$ cat src/rtl/alu_pkg.sv
// Opcodes shared by the ALU and the command sequencer, and the sequencer state encoding.
package alu_pkg;

    localparam logic [2:0] OP_AND = 3'd0;
    localparam logic [2:0] OP_OR  = 3'd1;
    localparam logic [2:0] OP_XOR = 3'd2;
    localparam logic [2:0] OP_INC = 3'd3;
    localparam logic [2:0] OP_ADD = 3'd4;
    localparam logic [2:0] OP_SUB = 3'd5;
    localparam logic [2:0] OP_SLT = 3'd6;
    localparam logic [2:0] OP_SLL = 3'd7;

    typedef enum logic [1:0] {
        S_IDLE,
        S_ISSUE,
        S_WB,
        S_RESP
    } seq_state_t;

endpackage

$ cat src/rtl/reg_alu_sequencer.sv
// Command sequencer for the register-file/ALU datapath: issues reads, writes F back,
// repeats the operation cmd_count+1 times and returns the last F plus flags to the host.
module reg_alu_sequencer
    import alu_pkg::*;
#(
    parameter int REPEAT_W = 4
) (
    input  logic                clk,
    input  logic                Reset,
    input  logic                cmd_valid,
    output logic                cmd_ready,
    input  logic [2:0]          cmd_op,
    input  logic [4:0]          cmd_rd,
    input  logic [4:0]          cmd_rs,
    input  logic [4:0]          cmd_rt,
    input  logic                cmd_nowb,
    input  logic [REPEAT_W-1:0] cmd_count,
    output logic                rsp_valid,
    input  logic                rsp_ready,
    output logic [31:0]         rsp_f,
    output logic                rsp_zf,
    output logic                rsp_of,
    output logic [4:0]          R_Addr_A,
    output logic [4:0]          R_Addr_B,
    output logic [4:0]          W_Addr,
    output logic [2:0]          ALU_OP,
    output logic                Write_Reg,
    input  logic [31:0]         F,
    input  logic                ZF,
    input  logic                OF
);

    seq_state_t          r_state;
    logic [REPEAT_W-1:0] r_cnt;
    logic                r_nowb;
    logic                r_cmd_ready;
    logic                r_rsp_valid;
    logic [31:0]         r_rsp_f;
    logic                r_rsp_zf;
    logic                r_rsp_of;
    logic [4:0]          r_ra;
    logic [4:0]          r_rb;
    logic [4:0]          r_wa;
    logic [2:0]          r_op;
    logic                r_write_reg;
    logic                w_accept;

    // cmd_ready is registered, so acceptance only happens once the host has actually seen it high
    assign w_accept = cmd_valid & r_cmd_ready;

    always_ff @(posedge clk or negedge Reset) begin
        if (!Reset) begin
            r_state     <= S_IDLE;
            r_cnt       <= '0;
            r_nowb      <= 1'b0;
            r_cmd_ready <= 1'b0;
            r_rsp_valid <= 1'b0;
            r_rsp_f     <= '0;
            r_rsp_zf    <= 1'b0;
            r_rsp_of    <= 1'b0;
            r_ra        <= '0;
            r_rb        <= '0;
            r_wa        <= '0;
            r_op        <= '0;
            r_write_reg <= 1'b0;
        end else begin
            case (r_state)
                S_IDLE: begin
                    r_cmd_ready <= 1'b1;
                    if (w_accept) begin
                        r_ra        <= cmd_rs;
                        r_rb        <= cmd_rt;
                        r_wa        <= cmd_rd;
                        r_op        <= cmd_op;
                        r_nowb      <= cmd_nowb;
                        r_cnt       <= cmd_count;
                        r_rsp_of    <= 1'b0;
                        r_cmd_ready <= 1'b0;
                        r_state     <= S_ISSUE;
                    end
                end
                S_ISSUE: begin
                    // addresses are already stable; the write strobe lands in WB while F holds
                    r_write_reg <= ~r_nowb;
                    r_state     <= S_WB;
                end
                S_WB: begin
                    r_write_reg <= 1'b0;
                    r_rsp_f     <= F;
                    r_rsp_zf    <= ZF;
                    r_rsp_of    <= r_rsp_of | OF;
                    if (r_cnt != '0) begin
                        r_cnt   <= r_cnt - 1'b1;
                        r_state <= S_ISSUE;
                    end else begin
                        r_rsp_valid <= 1'b1;
                        r_state     <= S_RESP;
                    end
                end
                S_RESP: begin
                    if (rsp_ready) begin
                        r_rsp_valid <= 1'b0;
                        r_cmd_ready <= 1'b1;
                        r_state     <= S_IDLE;
                    end
                end
                default: r_state <= S_IDLE;
            endcase
        end
    end

    assign cmd_ready = r_cmd_ready;
    assign rsp_valid = r_rsp_valid;
    assign rsp_f     = r_rsp_f;
    assign rsp_zf    = r_rsp_zf;
    assign rsp_of    = r_rsp_of;
    assign R_Addr_A  = r_ra;
    assign R_Addr_B  = r_rb;
    assign W_Addr    = r_wa;
    assign ALU_OP    = r_op;
    assign Write_Reg = r_write_reg;

endmodule

$ cat config.mk
export PLATFORM = sky130hd
export DESIGN_NAME = reg_alu_sequencer
export DESIGN_NICKNAME = d
export VERILOG_FILES = /design/src/rtl/alu_pkg.sv /design/src/rtl/reg_alu_sequencer.sv
export SDC_FILE = /design/constraint.sdc
export NUM_CORES = 1
export LEC_CHECK = 0
export BUFFER_PORTS_ARGS = -buffer_cell sky130_fd_sc_hd__buf_4
export CAP_MARGIN = 20
export CORE_MARGIN = 2
export CORE_UTILIZATION = 47
export DETAILED_ROUTE_END_ITERATION = 8
export HOLD_SLACK_MARGIN = 0.03
export PLACE_DENSITY = 0.8
export SLEW_MARGIN = 20
export SYNTH_ARGS = -nofsm -noshare
export SYNTH_HDL_FRONTEND = slang
export SYNTH_SLANG_ARGS = --single-unit
$ cat constraint.sdc
create_clock -name clk -period 1.55 [get_ports clk]
set_input_delay 0.2325 -clock clk [delete_from_list [all_inputs] [get_ports clk]]
set_output_delay 0.2325 -clock clk [all_outputs]
set_load 0.02 [all_outputs]
== After elaboration in Yosys (flattened, before gate mapping) ==
Index checks and enable logic that the tools add are counted.

* Register bits: 62
* Latch bits: 0
* RAM bits: 0
* Memory bits (read-only): 0
* Bits of input ports: 61
* Output and inout port bits: 55
* Word-level logic and storage cells: 52
* Memories: 0

* Add/subtract/negate cells: 1
* Multiply operators: 0
* Div/mod/pow operators: 0
* Order comparisons: 0
* Equality and inequality tests: 7
* Shifts and indexed selects: 0
* Mux-type cells: 16
* Bitwise gates (word level): 3
* Reductions and logical operators: 12

{| class="wikitable"
|+ Operators with widths
! cell !! count
|-
| 2-to-1 mux 4 bit || 2
|-
| != test 2 bit (second input constant) || 4
|-
| one-hot mux 1 bit (2 select lines) || 4
|-
| one-hot mux 2 bit (4 select lines) || 1
|-
| one-hot mux 4 bit (2 select lines) || 1
|-
| AND reduction 2 bit || 4
|-
| nonzero test 2 bit || 4
|-
| 2-to-1 mux 2 bit || 3
|-
| AND reduction 3 bit || 2
|-
| 2-to-1 mux 1 bit || 5
|-
| equality test 2 bit (second input constant) || 2
|-
| nonzero test 4 bit || 1
|-
| subtractor 4 x 1 -> 4 bit (second input constant) || 1
|-
| equality test 2 x 1 -> 1 bit (second input constant) || 1
|-
| zero test 2 bit || 1
|-
| bitwise AND 1 bit || 1
|-
| inverter 1 bit || 1
|-
| OR 1 bit || 1
|}

== Logic depth before layout (Yosys ltp) ==
* Depth in word-level cells: 3
* Mapped depth: 7
* Mapped depth without buffers: 5

== Worst setup path after synthesis ==
No wires, ideal clock.

* Kind: register to register
* From: register r_state[0]
* To: register r_op[0] (netlist: ALU_OP[0])
* Library setup time: 0.125 ns
* Arrival: 1.312 ns
* Required time: 1.425 ns
* Setup slack: 0.113 ns
* Stages on the path, launching flop included: 6
* Buffers on the path: 1
* Period minus slack after synthesis: 1.437 ns
* Path through: dfrtp_1 > inv_1 > ha_1 > nand3_4 > buf_6 > mux2_4

* Longest elaborated chain between the ends: 2

{| class="wikitable"
|+ RTL lines
! item !! RTL line !! source
|-
| from (decl) || reg_alu_sequencer.sv:33 || <nowiki>seq_state_t r_state;</nowiki>
|-
| from (signal assigned) || reg_alu_sequencer.sv:53 || <nowiki>r_state <= S_IDLE;</nowiki>
|-
| from (signal assigned) || reg_alu_sequencer.sv:79 || <nowiki>r_state <= S_ISSUE;</nowiki>
|-
| from (signal assigned) || reg_alu_sequencer.sv:85 || <nowiki>r_state <= S_WB;</nowiki>
|-
| zero test 2 bit || reg_alu_sequencer.sv:67 || <nowiki>case (r_state)</nowiki>
|-
| AND reduction 2 bit (no line) || n/a ||
|-
| to (signal assigned) || reg_alu_sequencer.sv:74 || <nowiki>r_op <= cmd_op;</nowiki>
|-
| to (decl) || reg_alu_sequencer.sv:44 || <nowiki>logic [2:0] r_op;</nowiki>
|}

Every way passes these cells.
A chain may end at the register's enable or synchronous reset.

== Worst setup path after layout ==
* From: register r_state[1]
* To: register r_op[0] (netlist: ALU_OP[0])

Same word-level chain as after synthesis.

==> key figures <==
Global routing
  • GRT overflow: 0
  • Initial antenna violation count: 0
  • Routing usage on met2: just under 30%
  • Met3 Usage GRT: under 10%
  • Most used routing layer: met2
  • Vias in the first global route: 1788
  • Largest net degree at the start of global routing: 40
  • Met1 Usage GRT: a little under a quarter
  • GRT Total Usage: 18.2%
  • First-pass GRT wire length: around 8500 um

Finish
  • Ant diodes: 0
  • Fin cells: 375
  • Final Cell Area: 3810 um2
  • Area grow syn2layout: 46.8%
  • Nets: 363
  • Layout cells sized above 1: 65.0%

Power
  • Switching share of power: about 36%
  • Psw: 3.08 mW
  • Worst vdd ir: 0.00113 V
  • Sequential power share: around a third
  • LEAKAGE: 1.85 nW
  • Clk pwr share: 15.3%
  • Logic pwr share: 50.4%
  • PwrDens: between 2000 and 2500 nW/um2
  • Internal: 5.48 mW

Placed design
  • Port bufs: 115
  • Detailed Place HPWL: 4130 um
  • Post-DP Area: 3580 um2
  • Placed Cells: about 360
  • GPL Wtd Cong: 0.826

Timing
  • Fin. max-slew vios: 0
  • Hold Vio Cnt, Final: 0
  • Highest clock rate: 0.691 GHz
  • Worst Skew: 6.09 ps
  • Endpoints failing setup: 0
  • RSZ-0062 raised after global routing: no
  • Tmin final: 1450 ps
  • Final period util: between 90% and 100%
  • Final setup TNS: 0 ps
  • Hold Worst Slack: 130 ps
  • Rel. slew slack: between 80% and 90%
  • Worst slew pin tran: 291 ps

Drt
  • Post-Route WL: ~5500 um
  • Via density per instance: between 4 and 5
  • ANT nets after route: 0
  • Drt pass-1 iters: 4
  • DR WL/cell: 14.5 um
  • DRC errors left: 0
  • DRT iter0 DRCs: 38
  • DR vias: 1826

Floorplanning
  • Die ar.: between 6000 and 7000 um2
  • Starting Density: roughly 48%
  • Die Wd: 78.3 um
  • Die H: around 78 um
  • IO Count: 116
  • Core area: approximately 5400 um2
  • Row count: 27

Clocking
  • CTS Buf Count: 9
  • Clk_lat worst skew: 330 ps
  • Clock sink count: 62
  • Clock Tree Root: clkbuf_8
  • # Post-CTS Setup Buffers: 0
  • Clock Tree Buf Depth: 2
  • H-tree Lvls: 3
  • CTS clk-pin slew, worst paths: around 70 ps
  • CTS tree: built

Synthesis
  • Post-Synthesis Cell Area: 2600 um2
  • Yosys warns: 0
  • Share of the synthesized area in the top cell type: between 50 and 60%
  • Syn avg cell area: 15.1 um2
  • Synth area leaders: dfrtp_1, mux2_2, mux2_4
  • Most area-hungry cell type in the Yosys netlist: dfrtp_1
  • Mapped Cells: 172
  • Flops & latches, synth: 62
  • Synth Net Count: 237
  • Distinct cells, synth: 27
  • Register area share after synthesis: 59.8%

Flow run
  • MaxCap Viol Count: 0

Critical path
  • Crit path launch type: flop
  • R2R Setup Slk: 100 ps
  • Critical R2R Capture: ALU_OP[0]
  • WP data arrival: 1660 ps
  • CP Capture Point: ALU_OP[0]
  • R2R depth: 5
  • Crit path kind: flop to flop
  • WP data required: 1760 ps
  • CP startpoint: r_state[1]
  • Worst Path Max Fanout: 19
  • Crit path capture type: flop
  • Reg-to-reg startpoint: r_state[1]

Outcome
  • Outcome: finished, final reports clean

Worst hold path
  • Min-delay src: cmd_rd[3]
  • Hold Crit Class: input port to flop
what timing repair did:
item | 4_1_cts | 5_1_grt
gates resized for setup | 0 | 8
setup endpoints to repair | 1 | 37
hold buffers | 1 | 0
endpoints found under the hold margin | 23 | 0
kinds of logic (layout without fill, tap and decap cells):
kind of cell / after synthesis / after routing / synth area share [%]
AOI/OAI and AO/OA: 22 / 22 / 5.83
and+or+nand+nor: 16 / 16 / 3.86
buffers and inverters: 14 / 145 / 2.94
muxes: 54 / 54 / 25.7
DFF: 62 / 62 / 59.8
adders and majority gates: 4 / 4 / 1.93
critical path, cell delays in order (launching register included):
cell and delay (ps):
dfrtp_2 440, inv_1 120, ha_4 170, nand3_4 100
buf_12 190, mux2_4 300
sequential cells by signal, indices dropped and copies added (netlist names):
register   flops
ALU_OP         3
r_state        2
cmd_ready      1
r_nowb         1
r_cnt          4
rsp_of         1
R_Addr_B       5
Write_Reg      1
rsp_f         32
rsp_zf         1
rsp_valid      1
R_Addr_A       5
W_Addr         5
layout make-up:
class                           count  area [um2]
Tap cell                           72        90.1
Sequential cell                    62        1550
Inverter                            7        26.3
Timing Repair Buffer              122         956
Clock buffer                       11         131
Multi-Input combinational cell     96        1000
Fill cell                         407        1590
Clock inverter                      5        50.0
placed cells by master, fill, tap and decap left out, types with 2 or more instances in the layout:
master	instances
o21ai_0	5
buf_4	118
clkinv_2	4
o22ai_1	3
a2bb2oi_1	4
o2bb2ai_1	2
mux2_2	37
ha_4	2
clkbuf_8	9
inv_1	6
nand2_1	3
clkbuf_1	2
nor2_1	4
a21oi_1	2
ha_1	2
dfrtp_1	61
nor2b_1	2
mux2_4	16
buf_12	3
layer usage:
layer | up-vias | part of all wire [%] | routed length, um
met1 | 885 | 44 | 2390
met4 | 0 | 1.2 | 64
met3 | 8 | 6.3 | 344
li1 | 867 | - | -
met2 | 66 | 49 | 2650
met5 | - | 0 | 0
synthesized netlist by cell type:
master     number
dfrtp_1        62
mux2_2         37
mux2_4         16
inv_1           7
o21ai_0         5
a2bb2oi_1       4
buf_2           4
ha_1            4
nor2_1          4
a21oi_1         3
nand2_1         3
o22ai_1         3
a211oi_1        2
buf_6           2
nand2b_1        2
nor2b_1         2
o2bb2ai_1       2
a21boi_0        1
a32oi_1         1
and2_1          1
and4bb_2        1
buf_4           1
mux2i_1         1
nand3_4         1
nor3_1          1
nor3b_1         1
o22a_1          1
metrics by stage:
step	total power, mW	utilization (%)	setup slack (ps)
after CTS	8.55	69.9	-0.0528
after detailed placement	7.22	66.3	26.1
after global routing	9.03	70.5	38.1
after global placement	7.11	66.3	33.6
after floorplan	5.50	-	113
final	8.55	70.5	102
how the worst min path moves through the flow:
stage | endpoint | cells after the start
after detailed placement | R_Addr_A[4] | 1
after global placement | R_Addr_A[4] | 1
final | W_Addr[3] | 2
after floorplan | ALU_OP[0] | 0
after global routing | rsp_f[0] | 2
after CTS | W_Addr[3] | 2
power by group through the flow:
| stage | Clock, mW | Combinational [mW] | Sequential (mW) |
|---|---|---|---|
| finish | 1.31 | 4.31 | 2.93 |
| global route | 1.42 | 4.57 | 3.04 |
| CTS | 1.34 | 4.28 | 2.93 |
| detailed placement | 0 | 4.27 | 2.95 |
| global placement | 0 | 4.19 | 2.92 |
| floorplan | 0 | 1.70 | 3.80 |
Note: power is estimated with default switching activity, not from simulation.
